File: config.mk
export PLATFORM = sky130hd
export DESIGN_NAME = seg7_scan_decoder
export DESIGN_NICKNAME = d
export VERILOG_FILES = /design/src/rtl/seg7_pkg.sv /design/src/rtl/seg7_to_bcd.sv /design/src/rtl/seg7_scan_decoder.sv
export SDC_FILE = /design/constraint.sdc
export NUM_CORES = 1
export LEC_CHECK = 0
export BUFFER_PORTS_ARGS = -buffer_cell sky130_fd_sc_hd__buf_2
export CAP_MARGIN = 20
export CORE_MARGIN = 3
export CORE_UTILIZATION = 55
export CTS_CLUSTER_SIZE = 14
export DETAILED_ROUTE_END_ITERATION = 12
export PLACE_DENSITY = 0.77
export SLEW_MARGIN = 30
export SYNTH_ARGS = -nofsm -noshare
export SYNTH_HDL_FRONTEND = slang
export SYNTH_SLANG_ARGS = --single-unit
File: constraint.sdc
create_clock -name clk -period 4.7 [get_ports clk]
set_input_delay 0.705 -clock clk [delete_from_list [all_inputs] [get_ports clk]]
set_output_delay 0.705 -clock clk [all_outputs]
set_load 0.01 [all_outputs]
File: src/rtl/seg7_pkg.sv
// seg7_pkg
//   Definitions shared by the 7-segment decode and encode blocks:
//   - the segment patterns for the digits 0..9, ordered {a,b,c,d,e,f,g}
//     with bit 6 = a and bit 0 = g
//   - the code returned for a pattern that is not a digit
//   - the scan decoder FSM state encodings and its state-register struct
//   - small helpers that classify a digit-strobe value
package seg7_pkg;

    localparam logic [6:0] SEG_0 = 7'b1111110;
    localparam logic [6:0] SEG_1 = 7'b0110000;
    localparam logic [6:0] SEG_2 = 7'b1101101;
    localparam logic [6:0] SEG_3 = 7'b1111001;
    localparam logic [6:0] SEG_4 = 7'b0110011;
    localparam logic [6:0] SEG_5 = 7'b1011011;
    localparam logic [6:0] SEG_6 = 7'b1011111;
    localparam logic [6:0] SEG_7 = 7'b1110000;
    localparam logic [6:0] SEG_8 = 7'b1111111;
    localparam logic [6:0] SEG_9 = 7'b1111011;

    // Code reported for any pattern that is not one of the ten digits.
    localparam logic [3:0] ERR_CODE = 4'hF;

    // Scan decoder FSM states.
    localparam logic [1:0] ST_IDLE   = 2'd0;
    localparam logic [1:0] ST_SETTLE = 2'd1;
    localparam logic [1:0] ST_HOLD   = 2'd2;

    // All control state of the scan decoder, kept together so it can be
    // observed as one signal.
    typedef struct packed {
        logic [1:0] state;
        logic [3:0] cnt;   // consecutive identical samples seen
        logic [3:0] mask;  // digits captured since the last frame pulse
    } scan_fsm_t;

    // Exactly one strobe bit set.
    function automatic logic is_one_hot(input logic [3:0] v);
        return (v != 4'd0) && ((v & (v - 4'd1)) == 4'd0);
    endfunction

    // Two or more strobe bits set.
    function automatic logic is_multi_hot(input logic [3:0] v);
        return (v & (v - 4'd1)) != 4'd0;
    endfunction

endpackage

File: src/rtl/seg7_to_bcd.sv
// seg7_to_bcd
//   Combinational lookup from a 7-segment pattern to a BCD digit.
//   Ports:
//     seg  [6:0] in  : active-high segments {a,b,c,d,e,f,g}
//     code [3:0] out : decoded digit 0..9, or ERR_CODE when not a digit
//     err        out : 1 when the pattern is not a digit
module seg7_to_bcd
    import seg7_pkg::*;
(
    input  logic [6:0] seg,
    output logic [3:0] code,
    output logic       err
);

    always_comb begin
        code = ERR_CODE;
        err  = 1'b1;
        case (seg)
            SEG_0: begin code = 4'd0; err = 1'b0; end
            SEG_1: begin code = 4'd1; err = 1'b0; end
            SEG_2: begin code = 4'd2; err = 1'b0; end
            SEG_3: begin code = 4'd3; err = 1'b0; end
            SEG_4: begin code = 4'd4; err = 1'b0; end
            SEG_5: begin code = 4'd5; err = 1'b0; end
            SEG_6: begin code = 4'd6; err = 1'b0; end
            SEG_7: begin code = 4'd7; err = 1'b0; end
            SEG_8: begin code = 4'd8; err = 1'b0; end
            SEG_9: begin code = 4'd9; err = 1'b0; end
            default: begin
                code = ERR_CODE;
                err  = 1'b1;
            end
        endcase
    end

endmodule

File: src/rtl/seg7_scan_decoder.sv
// seg7_scan_decoder
//   Watches the segment and digit-strobe lines of a 4-digit multiplexed
//   7-segment display and recovers the displayed digits. A digit is
//   captured once {dig_en, seg_in} has been sampled identical STABLE_CNT
//   times in a row with a one-hot strobe.
//   Ports:
//     clk               in  : clock, rising edge
//     rst_n             in  : asynchronous active-low reset
//     seg_in      [6:0] in  : segments {a,b,c,d,e,f,g}, bit 6 = a
//     dig_en      [3:0] in  : digit strobe, one-hot or zero
//     bcd_digits [15:0] out : digit i in bits [4i+3:4i]
//     digit_err   [3:0] out : bit i = last capture of digit i was not a digit
//     frame_valid       out : one-cycle pulse when all four digits captured
//     scan_err          out : high for each sample with several strobes set
//   The output side has no handshake: bcd_digits/digit_err change only on a
//   capture edge, and frame_valid is a single-cycle pulse with no ready.
module seg7_scan_decoder
    import seg7_pkg::*;
#(
    parameter int STABLE_CNT = 4
) (
    input  logic        clk,
    input  logic        rst_n,
    input  logic [6:0]  seg_in,
    input  logic [3:0]  dig_en,
    output logic [15:0] bcd_digits,
    output logic [3:0]  digit_err,
    output logic        frame_valid,
    output logic        scan_err
);

    localparam logic [3:0] CNT_CAPTURE = 4'(STABLE_CNT);
    localparam logic [3:0] CNT_LAST    = 4'(STABLE_CNT - 1);

    // Sample register and the sample one clock older, used for the
    // "inputs unchanged" test.
    logic [6:0]  smp_seg;
    logic [3:0]  smp_en;
    logic [6:0]  prv_seg;
    logic [3:0]  prv_en;

    scan_fsm_t   fsm_q;
    scan_fsm_t   fsm_n;

    logic [15:0] bcd_q;
    logic [15:0] bcd_n;
    logic [3:0]  err_q;
    logic [3:0]  err_n;
    logic        fv_q;
    logic        fv_n;
    logic        se_q;

    logic [3:0]  dec_code;
    logic        dec_err;
    logic        smp_one_hot;
    logic        smp_changed;
    logic        capture;
    logic [3:0]  mask_set;

    seg7_to_bcd u_dec (
        .seg  (smp_seg),
        .code (dec_code),
        .err  (dec_err)
    );

    assign smp_one_hot = is_one_hot(smp_en);
    assign smp_changed = {smp_en, smp_seg} != {prv_en, prv_seg};

    // Next-state logic. The counter value equals the number of identical
    // consecutive samples seen, so the capture fires on the edge where it
    // would step from STABLE_CNT-1 to STABLE_CNT. A change on that edge
    // reloads it to 1 instead, which suppresses the capture.
    always_comb begin
        fsm_n   = fsm_q;
        capture = 1'b0;
        case (fsm_q.state)
            ST_IDLE: begin
                if (smp_one_hot) begin
                    fsm_n.state = ST_SETTLE;
                    fsm_n.cnt   = 4'd1;
                end else begin
                    fsm_n.cnt   = 4'd0;
                end
            end
            ST_SETTLE: begin
                if (!smp_one_hot) begin
                    fsm_n.state = ST_IDLE;
                    fsm_n.cnt   = 4'd0;
                end else if (smp_changed) begin
                    fsm_n.cnt   = 4'd1;
                end else if (fsm_q.cnt == CNT_LAST) begin
                    capture     = 1'b1;
                    fsm_n.state = ST_HOLD;
                    fsm_n.cnt   = CNT_CAPTURE;
                end else begin
                    fsm_n.cnt   = fsm_q.cnt + 4'd1;
                end
            end
            ST_HOLD: begin
                if (!smp_one_hot) begin
                    fsm_n.state = ST_IDLE;
                    fsm_n.cnt   = 4'd0;
                end else if (smp_changed) begin
                    fsm_n.state = ST_SETTLE;
                    fsm_n.cnt   = 4'd1;
                end
            end
            default: begin
                fsm_n.state = ST_IDLE;
                fsm_n.cnt   = 4'd0;
            end
        endcase

        // Capture writes only the strobed nibble and err bit; the mask
        // clears on the same edge that completes it.
        mask_set = fsm_q.mask | smp_en;
        bcd_n    = bcd_q;
        err_n    = err_q;
        fv_n     = 1'b0;
        if (capture) begin
            for (int i = 0; i < 4; i++) begin
                if (smp_en[i]) begin
                    bcd_n[4*i +: 4] = dec_code;
                    err_n[i]        = dec_err;
                end
            end
            if (mask_set == 4'hF) begin
                fv_n       = 1'b1;
                fsm_n.mask = 4'd0;
            end else begin
                fsm_n.mask = mask_set;
            end
        end
    end

    always_ff @(posedge clk or negedge rst_n) begin
        if (!rst_n) begin
            smp_seg <= 7'd0;
            smp_en  <= 4'd0;
            prv_seg <= 7'd0;
            prv_en  <= 4'd0;
            se_q    <= 1'b0;
            fsm_q   <= '{state: ST_IDLE, cnt: 4'd0, mask: 4'd0};
            bcd_q   <= 16'h0000;
            err_q   <= 4'b0000;
            fv_q    <= 1'b0;
        end else begin
            smp_seg <= seg_in;
            smp_en  <= dig_en;
            prv_seg <= smp_seg;
            prv_en  <= smp_en;
            // Registered alongside the sample, independent of the FSM.
            se_q    <= is_multi_hot(dig_en);
            fsm_q   <= fsm_n;
            bcd_q   <= bcd_n;
            err_q   <= err_n;
            fv_q    <= fv_n;
        end
    end

    assign bcd_digits  = bcd_q;
    assign digit_err   = err_q;
    assign frame_valid = fv_q;
    assign scan_err    = se_q;

endmodule

==> flow_summary.toml <==
[run_status]
status = "complete, no violations"

[synthesis]
syn_area_mm2 = 0.00238
synthDistinctLibCells = 41
synthMuxAreaShare = 0.0589
avgSynthCellArea_um2 = 12.0
synth_top_family_by_area = "simple AND/OR/NAND/NOR gates"
synth-adder-area-share = 0.00947
synth_nets = 212
seq_area_frac_synth = 0.568
synth_seq_cells = 54
synth_compound_area_frac = 0.0974
yosys.area_share.simple = 0.175
ys_warn_count = 0
synth-xor-area-share = 0.0547
syn_inst = 198

[floorplanning]
die_y_um = 71.7
die_area_mm2 = 0.00515
rows = 23
die_width_um = 71.7
io_pins = 35
design.core.area_mm2 = 0.00409
start_util = 0.582

[timing]
hold_violations = 0
slew_headroom = 0.428
tns_ps = 0
period_needed_ps = 2290
worst_slew_pin_slew_ps = 854
setup_viol = 0
drv_slew = 0
fin_skew_ps = 6.01
fmax_ghz = 0.437
rsz0062_at_grt = "no"
post-route-period-util = 0.487

[finish]
final.fill_count = 309
multiInputGateArea_um2 = 940
seq_area_mm2 = 0.00135
fin_util = 0.658
antenna_cells = 0
final_nets = 248
layout-drive-gt1-share = 0.247
area_growth_pct = 13.2

[clock_tree]
worstSkewPairLatency_ps = 310
cts_buffer_depth = 2
cts.htree.levels = 2
clk_pin_slew_ps = 90
postCtsSetupRepairBufs = 0
cts_tree = "yes"
post_cts_resized = 0
holdBufCountCts = 0
root_buffer = "clkbuf_8"
numCtsBuffers = 5
clkSinkCount = 54

[pwr]
p_leak_nw = 1.25
p_per_area_mw_per_mm2 = 316
ir_drop_uv = 266

[run]
cap_violations = 0

[grt]
grt_pass1_wl_um = 7310
grt_antenna_before_repair = 0
grt-busiest-layer = "met2"
gr-usage-met3 = 0.0435
met1_usage = 0.248
grt_max_degree = 55
grtUsageMet2 = 0.293
grt_pass1_vias = 1503
track_usage = 0.182
grt-ovfl-total = 0

[setup_path]
critical_path_arrival_ps = 2450
crit_path_max_fanout = 12
worstSetupPathType = "flip-flop to flip-flop"
required_ps = 4860
end_kind = "flip-flop"
crit_chain = "or4_1, o21ai_0, o221ai_1, nand4_1, a31oi_1"
cpPeakStageDelay_ps = 530
worstSetupStartpointType = "flip-flop"
slowest_stage = "or4_1"

[route]
drt_iter0_drc = 80
viasPerCell = 5.48
wl_per_cell_um = 14.9
vias = 1563
drt_pre_antenna_iters = 4
route.detailed.drc = 0
antenna_left = 0
totalWireLength_um = 4240

[placed_design]
dp_hpwl_um = 3030
place_congestion = 0.828
port_buffers = 34

[min_path]
hp-class = "input pin to flip-flop"
==> worst max-delay path, delay by kind of cell (launching register included) <==
| kind | cells | cell delay (ps) |
|---|---|---|
| compound gates | 3 | 680 |
| flops | 1 | 510 |
| simple gates | 2 | 940 |
==> placed cells by master (no fill, tap or decap), types with 2 or more instances in the layout <==
cell type,netlist,final
clkbuf_8,0,5
nand4_1,4,4
buf_2,3,34
mux2_4,4,4
nor4_4,6,6
o21ai_0,4,4
a22oi_1,3,3
nor3_1,2,2
a21oi_1,15,15
nor3b_1,2,2
nand2_1,5,5
nor2b_1,4,4
nand2b_1,4,4
xor2_1,11,11
nor2_1,21,21
a31oi_1,8,8
o22ai_1,2,2
inv_1,13,13
dfrtp_1,54,54
mux2i_1,8,8
xnor2_1,2,2
nand3_1,3,3
==> synth_stat cells, drive strengths merged <==
library cell / n / area, µm²
clkbuf: 1 / 3.75
or3: 1 / 6.26
a21oi: 15 / 75.1
mux2i: 8 / 80.1
nor4: 6 / 128
o21ai: 4 / 20.0
or4: 1 / 7.51
ha: 1 / 12.5
maj3: 1 / 10.0
o22ai: 2 / 12.5
o221ai: 1 / 8.76
nand2: 6 / 25.0
and3: 1 / 6.26
or3b: 1 / 8.76
inv: 13 / 48.8
a31oi: 8 / 50.1
o2111a: 1 / 11.3
nand2b: 4 / 25.0
o31ai: 1 / 7.51
a21o: 1 / 7.51
nor2b: 4 / 25.0
nor2: 21 / 78.8
a22oi: 3 / 22.5
or2: 1 / 6.26
o2111ai: 1 / 8.76
nor3: 3 / 26.3
dfrtp: 54 / 1350
mux2: 4 / 60.1
xor2: 12 / 113
nand3: 4 / 32.5
nor3b: 2 / 15.0
buf: 5 / 33.8
xnor2: 2 / 17.5
nand4: 4 / 25.0
a211oi: 1 / 7.51
==> cell families (layout without fill, tap and decap cells) <==
| family | Yosys count | in the layout |
|---|---|---|
| simple gates | 59 | 59 |
| fa+ha+maj | 2 | 2 |
| mux | 12 | 12 |
| xor+xnor | 14 | 14 |
| flops | 54 | 54 |
| compound gates | 38 | 38 |
| buf+inv | 19 | 56 |
==> registers in the layout, summed over array words and instances (netlist names) <==
| register | cells |
|---|---|
| bcd_digits | 16 |
| fsm_q | 10 |
| prv_seg | 7 |
| smp_seg | 7 |
| digit_err | 4 |
| prv_en | 4 |
| smp_en | 4 |
| frame_valid | 1 |
| scan_err | 1 |
==> power by group <==
group          leakage, nW  internal [mW]  switching [mW]  total [mW]
logic                0.499         0.0192          0.0342      0.0534
registers            0.699          0.476          0.0147       0.491
clock network       0.0514          0.159           0.147       0.306
total                 1.25          0.654           0.196       0.850
==> metal layers <==
layer  routed length, µm  part of all wire
met1                1960              0.46
met3                 163             0.038
met2                2060              0.49
met4                  52             0.012
met5                   0                 0
==> layout make-up <==
cell class,instances,share of cell area
clock inverter,2,0.0140
clock buffer,6,0.0270
multi-input combinational,125,0.349
tap,50,0.0233
timing repair buffer,35,0.0660
inverter,13,0.0181
sequential,54,0.502
==> per-stage QoR <==
stage	std cells	cell area, µm²	setup WS, ps	total power [mW]	hold WS, ps
6_report	285	2690	2410	0.850	494
5_1_grt	285	2690	2210	0.884	481
4_1_cts	285	2690	2400	0.858	485
3_5_place_dp	277	2580	2420	0.554	494
3_3_place_gp	277	2580	2470	0.553	480
2_1_floorplan	198	2380	2700	0.533	349
==> final timing paths <==
kind,from,to,slack (ps),depth (start not counted)
max reg2reg,smp_seg[1]$_DFF_PN0_,bcd_digits[0]$_DFFE_PN0P_,2410,5
min,seg_in[0],smp_seg[0]$_DFF_PN0_,490,1
min reg2reg,fsm_q[0]$_DFFE_PN0P_,fsm_q[0]$_DFFE_PN0P_,510,2
min in group asynchronous,rst_n,prv_seg[4]$_DFF_PN0_,500,2
max,smp_seg[1]$_DFF_PN0_,bcd_digits[0]$_DFFE_PN0P_,2410,5
max in group asynchronous,rst_n,bcd_digits[4]$_DFFE_PN0P_,3760,2
Note: power is estimated with default switching activity, not from simulation.
